--- src/rtl/gpu_param_pkg.sv ---
// Shared constants and types for the parameter double-buffer bank.
// Word offsets describe how downstream stages carve up the 27-word bank.
package gpu_param_pkg;

   localparam int NUM_BYTES = 54;
   localparam int NUM_WORDS = NUM_BYTES / 2;
   localparam int IDX_W     = 6;
   localparam int ADDR_W    = 5;

   // Commit state: ARMED means a complete packet waits for frame_start
   typedef enum logic {
      ST_IDLE  = 1'b0,
      ST_ARMED = 1'b1
   } dbuf_state_e;

   // Word offsets of packet fields (three vertices, 4x4 matrix, colour)
   localparam int WOFF_VTX0  = 0;
   localparam int WOFF_VTX1  = 3;
   localparam int WOFF_VTX2  = 6;
   localparam int WOFF_MAT   = 9;
   localparam int WOFF_COLOR = 25;

   // Packets are big-endian: lower byte index is the high half of a word
   function automatic logic [15:0] be_word(input logic [7:0] hi, input logic [7:0] lo);
      return {hi, lo};
   endfunction

endpackage

--- src/rtl/param_byte_regs.sv ---
// NUM_BYTES x 8 register array: one byte write port, a whole-array bulk
// load (takes priority over the byte write) and a big-endian word read port.
module param_byte_regs
   import gpu_param_pkg::*;
#(
   parameter int NUM_BYTES = gpu_param_pkg::NUM_BYTES,
   parameter int IDX_W     = gpu_param_pkg::IDX_W,
   parameter int ADDR_W    = gpu_param_pkg::ADDR_W
) (
   input  logic                       clk,
   input  logic                       reset,
   input  logic                       we,
   input  logic [IDX_W-1:0]           waddr,
   input  logic [7:0]                 wdata,
   input  logic                       load,
   input  logic [NUM_BYTES-1:0][7:0]  load_data,
   output logic [NUM_BYTES-1:0][7:0]  bytes_q,
   input  logic [ADDR_W-1:0]          raddr,
   output logic [15:0]                rword
);

   localparam int NUM_WORDS_L = NUM_BYTES / 2;

   // Byte storage; bulk load copies every byte in one cycle
   always_ff @(posedge clk or posedge reset) begin
      if (reset)
         bytes_q <= '0;
      else if (load)
         bytes_q <= load_data;
      else if (we && (int'(waddr) < NUM_BYTES))
         bytes_q[waddr] <= wdata;
   end

   // Word read; addresses past the last word read as zero
   always_comb begin
      rword = '0;
      if (int'(raddr) < NUM_WORDS_L)
         rword = be_word(bytes_q[{raddr, 1'b0}], bytes_q[{raddr, 1'b1}]);
   end

endmodule

--- src/rtl/param_dbuf_bank.sv ---
// Parameter double buffer: bytes from the packet assembler land in a shadow
// bank, which is copied to the active bank only on frame_start once a full
// packet is armed. Optional sequence checking: PARAM_DBUF_SEQCHECK_EN.
module param_dbuf_bank
   import gpu_param_pkg::*;
#(
   parameter int NUM_BYTES = gpu_param_pkg::NUM_BYTES,
   parameter int IDX_W     = gpu_param_pkg::IDX_W,
   parameter int ADDR_W    = gpu_param_pkg::ADDR_W
) (
   input  logic               clk,
   input  logic               reset,
   input  logic               update_reg,
   input  logic [IDX_W-1:0]   idx,
   input  logic [7:0]         read_data,
   input  logic               pc_ready,
   input  logic               frame_start,
   input  logic [ADDR_W-1:0]  rd_addr,
   output logic [15:0]        rd_word,
   output logic               bank_valid,
   output logic               commit_pulse,
   output logic               pending,
   output logic               overrun,
   input  logic               overrun_clr
`ifdef PARAM_DBUF_SEQCHECK_EN
   ,output logic              seq_err
`endif
);

   dbuf_state_e               state;
   logic [NUM_BYTES-1:0][7:0] shadow_q;
   logic [NUM_BYTES-1:0][7:0] active_bytes_unused;
   logic [15:0]               shadow_word_unused;
   logic                      wr_ok, arm_req, commit, supersede;

`ifdef PARAM_DBUF_SEQCHECK_EN
   logic [IDX_W-1:0] exp_idx;
   logic             seq_block;
   logic             seq_set;

   // An out-of-order index poisons the packet until idx 0 restarts it
   always_comb begin
      seq_set = update_reg && (idx != '0) && (idx != exp_idx);
      arm_req = pc_ready && !seq_block;
   end

   // Expected-index tracking and sticky sequence error
   always_ff @(posedge clk or posedge reset) begin
      if (reset) begin
         exp_idx   <= '0;
         seq_block <= 1'b0;
         seq_err   <= 1'b0;
      end else begin
         if (update_reg) begin
            exp_idx <= idx + 1'b1;
            if (idx == '0)
               seq_block <= 1'b0;
            else if (seq_set)
               seq_block <= 1'b1;
         end else if (pc_ready) begin
            exp_idx <= '0;
         end
         if (seq_set)
            seq_err <= 1'b1;
         else if (overrun_clr)
            seq_err <= 1'b0;
      end
   end
`else
   assign arm_req = pc_ready;
`endif

   // Commit on frame_start when armed, or when arming in the same cycle;
   // a new packet start while armed drops the waiting one unless a commit wins
   always_comb begin
      wr_ok     = update_reg && (int'(idx) < NUM_BYTES);
      commit    = frame_start && ((state == ST_ARMED) || arm_req);
      supersede = (state == ST_ARMED) && update_reg && (idx == '0) && !frame_start;
   end

   // Commit FSM with registered status outputs
   always_ff @(posedge clk or posedge reset) begin
      if (reset) begin
         state        <= ST_IDLE;
         bank_valid   <= 1'b0;
         commit_pulse <= 1'b0;
         overrun      <= 1'b0;
      end else begin
         commit_pulse <= commit;
         if (commit) begin
            state      <= ST_IDLE;
            bank_valid <= 1'b1;
         end else if (supersede) begin
            state <= ST_IDLE;
         end else if (arm_req) begin
            state <= ST_ARMED;
         end
         if (supersede)
            overrun <= 1'b1;
         else if (overrun_clr)
            overrun <= 1'b0;
      end
   end

   assign pending = (state == ST_ARMED);

   param_byte_regs #(.NUM_BYTES(NUM_BYTES), .IDX_W(IDX_W), .ADDR_W(ADDR_W)) u_shadow (
      .clk       (clk),
      .reset     (reset),
      .we        (wr_ok),
      .waddr     (idx),
      .wdata     (read_data),
      .load      (1'b0),
      .load_data ('0),
      .bytes_q   (shadow_q),
      .raddr     ('0),
      .rword     (shadow_word_unused)
   );

   // Active bank copies the pre-write shadow, so a same-cycle byte write
   // stays in the shadow only
   param_byte_regs #(.NUM_BYTES(NUM_BYTES), .IDX_W(IDX_W), .ADDR_W(ADDR_W)) u_active (
      .clk       (clk),
      .reset     (reset),
      .we        (1'b0),
      .waddr     ('0),
      .wdata     ('0),
      .load      (commit),
      .load_data (shadow_q),
      .bytes_q   (active_bytes_unused),
      .raddr     (rd_addr),
      .rword     (rd_word)
   );

endmodule

--- config.mk ---
export PLATFORM = sky130hd
export DESIGN_NAME = param_dbuf_bank
export DESIGN_NICKNAME = d
export VERILOG_FILES = /design/src/rtl/gpu_param_pkg.sv /design/src/rtl/param_byte_regs.sv /design/src/rtl/param_dbuf_bank.sv
export SDC_FILE = /design/constraint.sdc
export NUM_CORES = 2
export LEC_CHECK = 0
export ABC_AREA = 1
export ABC_CLOCK_PERIOD_IN_PS = 43100
export BUFFER_PORTS_ARGS = -buffer_cell sky130_fd_sc_hd__buf_4
export CAP_MARGIN = 10
export CORE_ASPECT_RATIO = 1.1
export CORE_MARGIN = 2
export CORE_UTILIZATION = 30
export DETAILED_ROUTE_END_ITERATION = 8
export GPL_TIMING_DRIVEN = 0
export PLACE_DENSITY_LB_ADDON = 0.15
export SLEW_MARGIN = 20
export SYNTH_ARGS = -nofsm -noshare
export SYNTH_HDL_FRONTEND = slang
export SYNTH_SLANG_ARGS = --single-unit
--- constraint.sdc ---
create_clock -name clk -period 43.1 [get_ports clk]
set_input_delay 2.155 -clock clk [delete_from_list [all_inputs] [get_ports clk]]
set_output_delay 2.155 -clock clk [all_outputs]
set_load 0.01 [all_outputs]
-- Yosys cells after proc, flatten, opt, wreduce, memory -nomap -nowiden
Cells that the tools add are included.
- order comparisons: 6
- muxes and demuxes: 13
- reductions and logical operators: 12
- operator list (operator ; number):
    432-bit bitwise mux ; 1
    8-bit binary-select mux with 5-bit select ; 2
    8-bit demux with 6-bit select ; 1
    8-bit two-way mux ; 3
    6-bit by 7-bit < comparator with 1-bit output (second input constant) ; 3
    16-bit two-way mux ; 1
    1-bit logical AND ; 7
    6-bit by 1-bit greater-or-equal comparator with 1-bit output (second input constant) ; 1
    6-bit zero test ; 1
    6-bit < comparator (second input constant) ; 1
    5-bit < comparator (second input constant) ; 1
    1-bit two-way mux ; 5
    3-bit nonzero test ; 1
    2-bit nonzero test ; 1
    1-bit zero test ; 1
    1-bit logical OR ; 1
- bits in registers: 868
- input port bits: 25
- output and inout bits: 20

-- Longest topological paths before layout
- word-level depth: 5
- depth in mapped cells: 14
- depth with buffers taken out: 11

-- Cells and area by module
A second synthesis with hierarchy kept.
- cell total of the unflattened synthesis: 6894
- area total of the unflattened synthesis: 48616.6 um^2
- modules (own cells, without submodules) (module ; instances ; cells an instance ; area each (um^2) ; seq. area each (um^2)):
    param_byte_regs (u_active) ; 1 ; 3433 ; 24272.0 ; 10810.4
    param_byte_regs (u_shadow) ; 1 ; 3435 ; 24149.4 ; 10810.4
    param_dbuf_bank ; 1 ; 26 ; 195.2 ; 100.1

-- Worst setup path before layout
Ideal clock, no wire load.
- kind: input to output
- from: in rd_addr[0]
- to: out rd_word[13]
- data arrival time: 3.494 ns
- data required time: 40.945 ns
- setup slack: 37.451 ns
- stages on the path: 14
- cell sequence: clkbuf_1 inv_1 clkbuf_1 clkbuf_1 nand2_1 nand2_1 nand2_1 nand2_1 nand2_1 nand2_1 inv_1 nand2_1 nand2_1 nand2_1
- word-level cells in the longest chain between the ends: 3
- elaborated cells on any way between the ends: 4
- ends and longest elaborated chain (element ; RTL line ; RTL):
    from (decl) ; param_dbuf_bank.sv:18 ; input logic [ADDR_W-1:0] rd_addr,
    8-bit binary-select mux with 5-bit select ; param_byte_regs.sv:38 ; rword = be_word(bytes_q[{raddr, 1'b0}], bytes_q[{raddr, 1'b1}]);
    8-bit two-way mux (implied by the code) ; param_byte_regs.sv:38 ;
    16-bit two-way mux * ; param_byte_regs.sv:37 ; if (int'(raddr) < NUM_WORDS_L)
    to (decl) ; param_dbuf_bank.sv:19 ; output logic [15:0] rd_word,
Every way passes the cells marked *; elsewhere a longest branch is shown, timed or not. The select of a mux whose other input is x is not followed.

-- Worst setup path after layout
- from: in rd_addr[0]
- to: out rd_word[9]
The elaborated chain is that of the path after synthesis.

==> summary.md <==
| Metric | Value |
|---|---|
| Synth cell types | 18 |
| Clk slew on worst S/H paths | 0.06 ns |
| HP Class | flip-flop to flip-flop |
| Crit path max-delay family | buffers and inverters |
| Status | complete, no violations |
| Post-Syn Area | 36600 um2 |
| EDFF count, synth | 0 |
| Port Buffers | 40 |
| Area share of the largest cell type after synthesis | 0.593 |
| Fin crit share | 0.186 |
| Top cells by area, synth | dfrtp_1, nand2_1, o21ai_0, inv_1, nand3_1 |
| Area leader, netlist | dfrtp_1 |
| CP Launch Type | primary input |
| Post-synthesis sequential area ratio | 0.593 |
| Mean Syn Cell Area | 8.20 um2 |
| RD Place Congestion | 0.958 |
| Syn Nets | 4490 |
| Aggregate global-route resource usage | 0.235 |
| Most frequent cell after synthesis | nand2_1 |
| Critical path peak fanout | 11 |
| Die Ht | 370 um |
| Global-route wire length before repair | 211 mm |
| Post-DRT Antenna Nets | 0 |
| CTS H-tree depth | 3 |
| Place WS | 35.14 ns |
| Fin. max-slew vios | 0 |
| Vias per inst | around 4.8 |
| Final count of hold timing violations | 0 |
| F_max | roughly 0.12 GHz |
| Num Clock Sinks | a little under 900 |
| Final TNS setup | 0 ns |
| DRT Wirelength | 146 mm |
| Die W | about 340 um |
| Worst Setup End Kind | output pin |
| Post-CTS Hold Buffers | 0 |
| Clock buffer depth | 3 |
| Worst VDD drop | roughly 0.000031 V |
| Arr. time, crit path | between 5 and 6 ns |
| DR DRC count | 0 |
| Post-Synthesis Cells | 4465 |
| DP Wirelength | 106 mm |
| Unrepaired setup endpoints after global routing | false |
| Initial antenna violation count | 4 |
| Io pins | 45 |
| Max_cap viols | 0 |
| Core Area | 121000 um2 |
| Pwr dens | ~50 nW/um2 |
| Std-Cell Rows | 134 |
| Worst EP required | 40.94 ns |
| Max incr delay on CP | 0.88 ns |
| Yosys warnings | 0 |
| Grt total ovfl | 0 |
| Crit-path cells | clkbuf_1 > clkbuf_1 > clkbuf_1 > o21ai_0 > o21ai_0 > nand2_1 > nand2_1 > nand2_1 > nand2_1 > buf_4 |
| CTS tree | done |
| Cts repair resizes | 0 |
| Worst Path Buf+Inv | 4 |
| Total clock buffers created by CTS | 97 |
| Number of global-route vias before repair | 29400 |
| Worst Clk Skew | 0.0449 ns |
| Max_slew headroom | 0.179 |
| WL/cell | 23.0 um |
| Largest net degree at the start of global routing | 97 |
| Slew @ Worst Pin | 1.23 ns |
| Post-synthesis register bit count | just under 900 |
| Initial Util | 0.302 |
| Most frequent CP cell | nand2_1 |
| Clk_lat worst skew | 0.73 ns |
| Share of synthesized flip-flops with an asynchronous set or reset | 1.00 |
| NumNets Final | 4643 |
| Pre-antenna DRT Iters | 5 |
| DIE AREA | 125000 um2 |
| Setup Buffers After CTS | 0 |
| Setup Viol. Count Final | 0 |
| Period minus WS final | 8.04 ns |
| Clock Tree Root | clkbuf_16 |
| Static leakage | 20.7 nW |
| R2r setup slk | 39.92 ns |
| Post-synth top cells | nand2_1, dfrtp_1, o21ai_0 |
| WS Path Type | primary input to output pin |
| CP max-delay cell | clkbuf_1 |
| Initial drt markers | 3033 |
| Layout cells sized above 1 | 0.0515 |
| Area growth syn-to-layout | 16.2% |
| Synth Flop Type | dfrtp_1 |
| DR vias | between 30000 and 40000 |
| Final setup margin | 35.07 ns |
## power by group
group,leakage (nW),internal (mW),switching (mW),total [mW]
Clock,1.59,0.487,0.359,0.847
Sequential,10.8,0.941,0.0598,1.00
Combinational,8.26,0.0866,0.211,0.298
## cells by family (layout without fill, tap and decap cells)
family / count (synthesis) / count (layout) / synth area share
other: 0 / 4 / 0
and+or+nand+nor: 2093 / 2093 / 0.223
AOI/OAI and AO/OA: 821 / 821 / 0.113
buffers and inverters: 683 / 914 / 0.0707
DFF: 868 / 868 / 0.593
## worst register-to-register path, stage by stage (launching register included)
cell      delay, ns
dfrtp_1        0.36
nor2_1         0.07
nor2_1         0.84
inv_1          0.41
clkbuf_2       0.54
clkbuf_1       0.53
nand2_1        0.15
o21ai_0        0.09
## final timing paths
check,start,endpoint,cells past startpoint
setup / recovery,rd_addr[0],rd_word[9],10
hold / removal,u_shadow.bytes_q[65],u_active.bytes_q[65],2
setup reg to reg,pending,u_active.bytes_q[247],7
hold reg to reg,u_shadow.bytes_q[65],u_active.bytes_q[65],2
max in group asynchronous,reset,u_active.bytes_q[354],7
min in group asynchronous,reset,u_shadow.bytes_q[176],2
## through the flow
step / std cells / instance area [um2] / util / hold slack (ns) / total power [mW]
detailed placement: 6151 / 39300 / 0.324 / 0.453 / 1.31
finish: 6332 / 42500 / 0.351 / 0.451 / 2.15
CTS: 6328 / 42500 / 0.351 / 0.449 / 2.16
global route: 6328 / 42500 / 0.351 / 0.476 / 2.25
global placement: 6137 / 38900 / 0.321 / 0.451 / 1.31
floorplan: 4465 / 36600 / - / 0.437 / 1.18
## layer usage
metal  part of all wire  global-route usage  up-vias
met5            0.00015                   0        -
met4              0.036              0.0873        4
met3              0.060              0.0396      215
met2               0.45               0.364      867
met1               0.45               0.329    15200
li1                   -                   -    14300
## cell usage in the layout, fill, tap and decap left out, types with 14 or more instances in the layout
master and instances:
nand3_1 196, buf_4 43, clkbuf_16 99, inv_1 403, clkinv_2 19, a21oi_1 92
buf_1 20, clkbuf_1 259, nor2_1 170, dfrtp_1 868, nand2_1 1710, o21ai_0 717
clkbuf_8 24, buf_2 14
## cell type report
type,count,area (um2)
timing repair buffer,54,633
fill,13000,78700
clock inverter,32,317
tap,1632,2040
multi-input combinational,2914,12300
clock buffer,145,2890
sequential,868,21700
inverter,404,1520
buffer,279,1080
antenna,4,10.0
## flip-flops by register name, indices dropped and copies added, names as in the netlist
name              count
u_active.bytes_q    432
u_shadow.bytes_q    432
bank_valid            1
commit_pulse          1
overrun               1
pending               1
No activity file was read; power rests on OpenSTA's default activity.
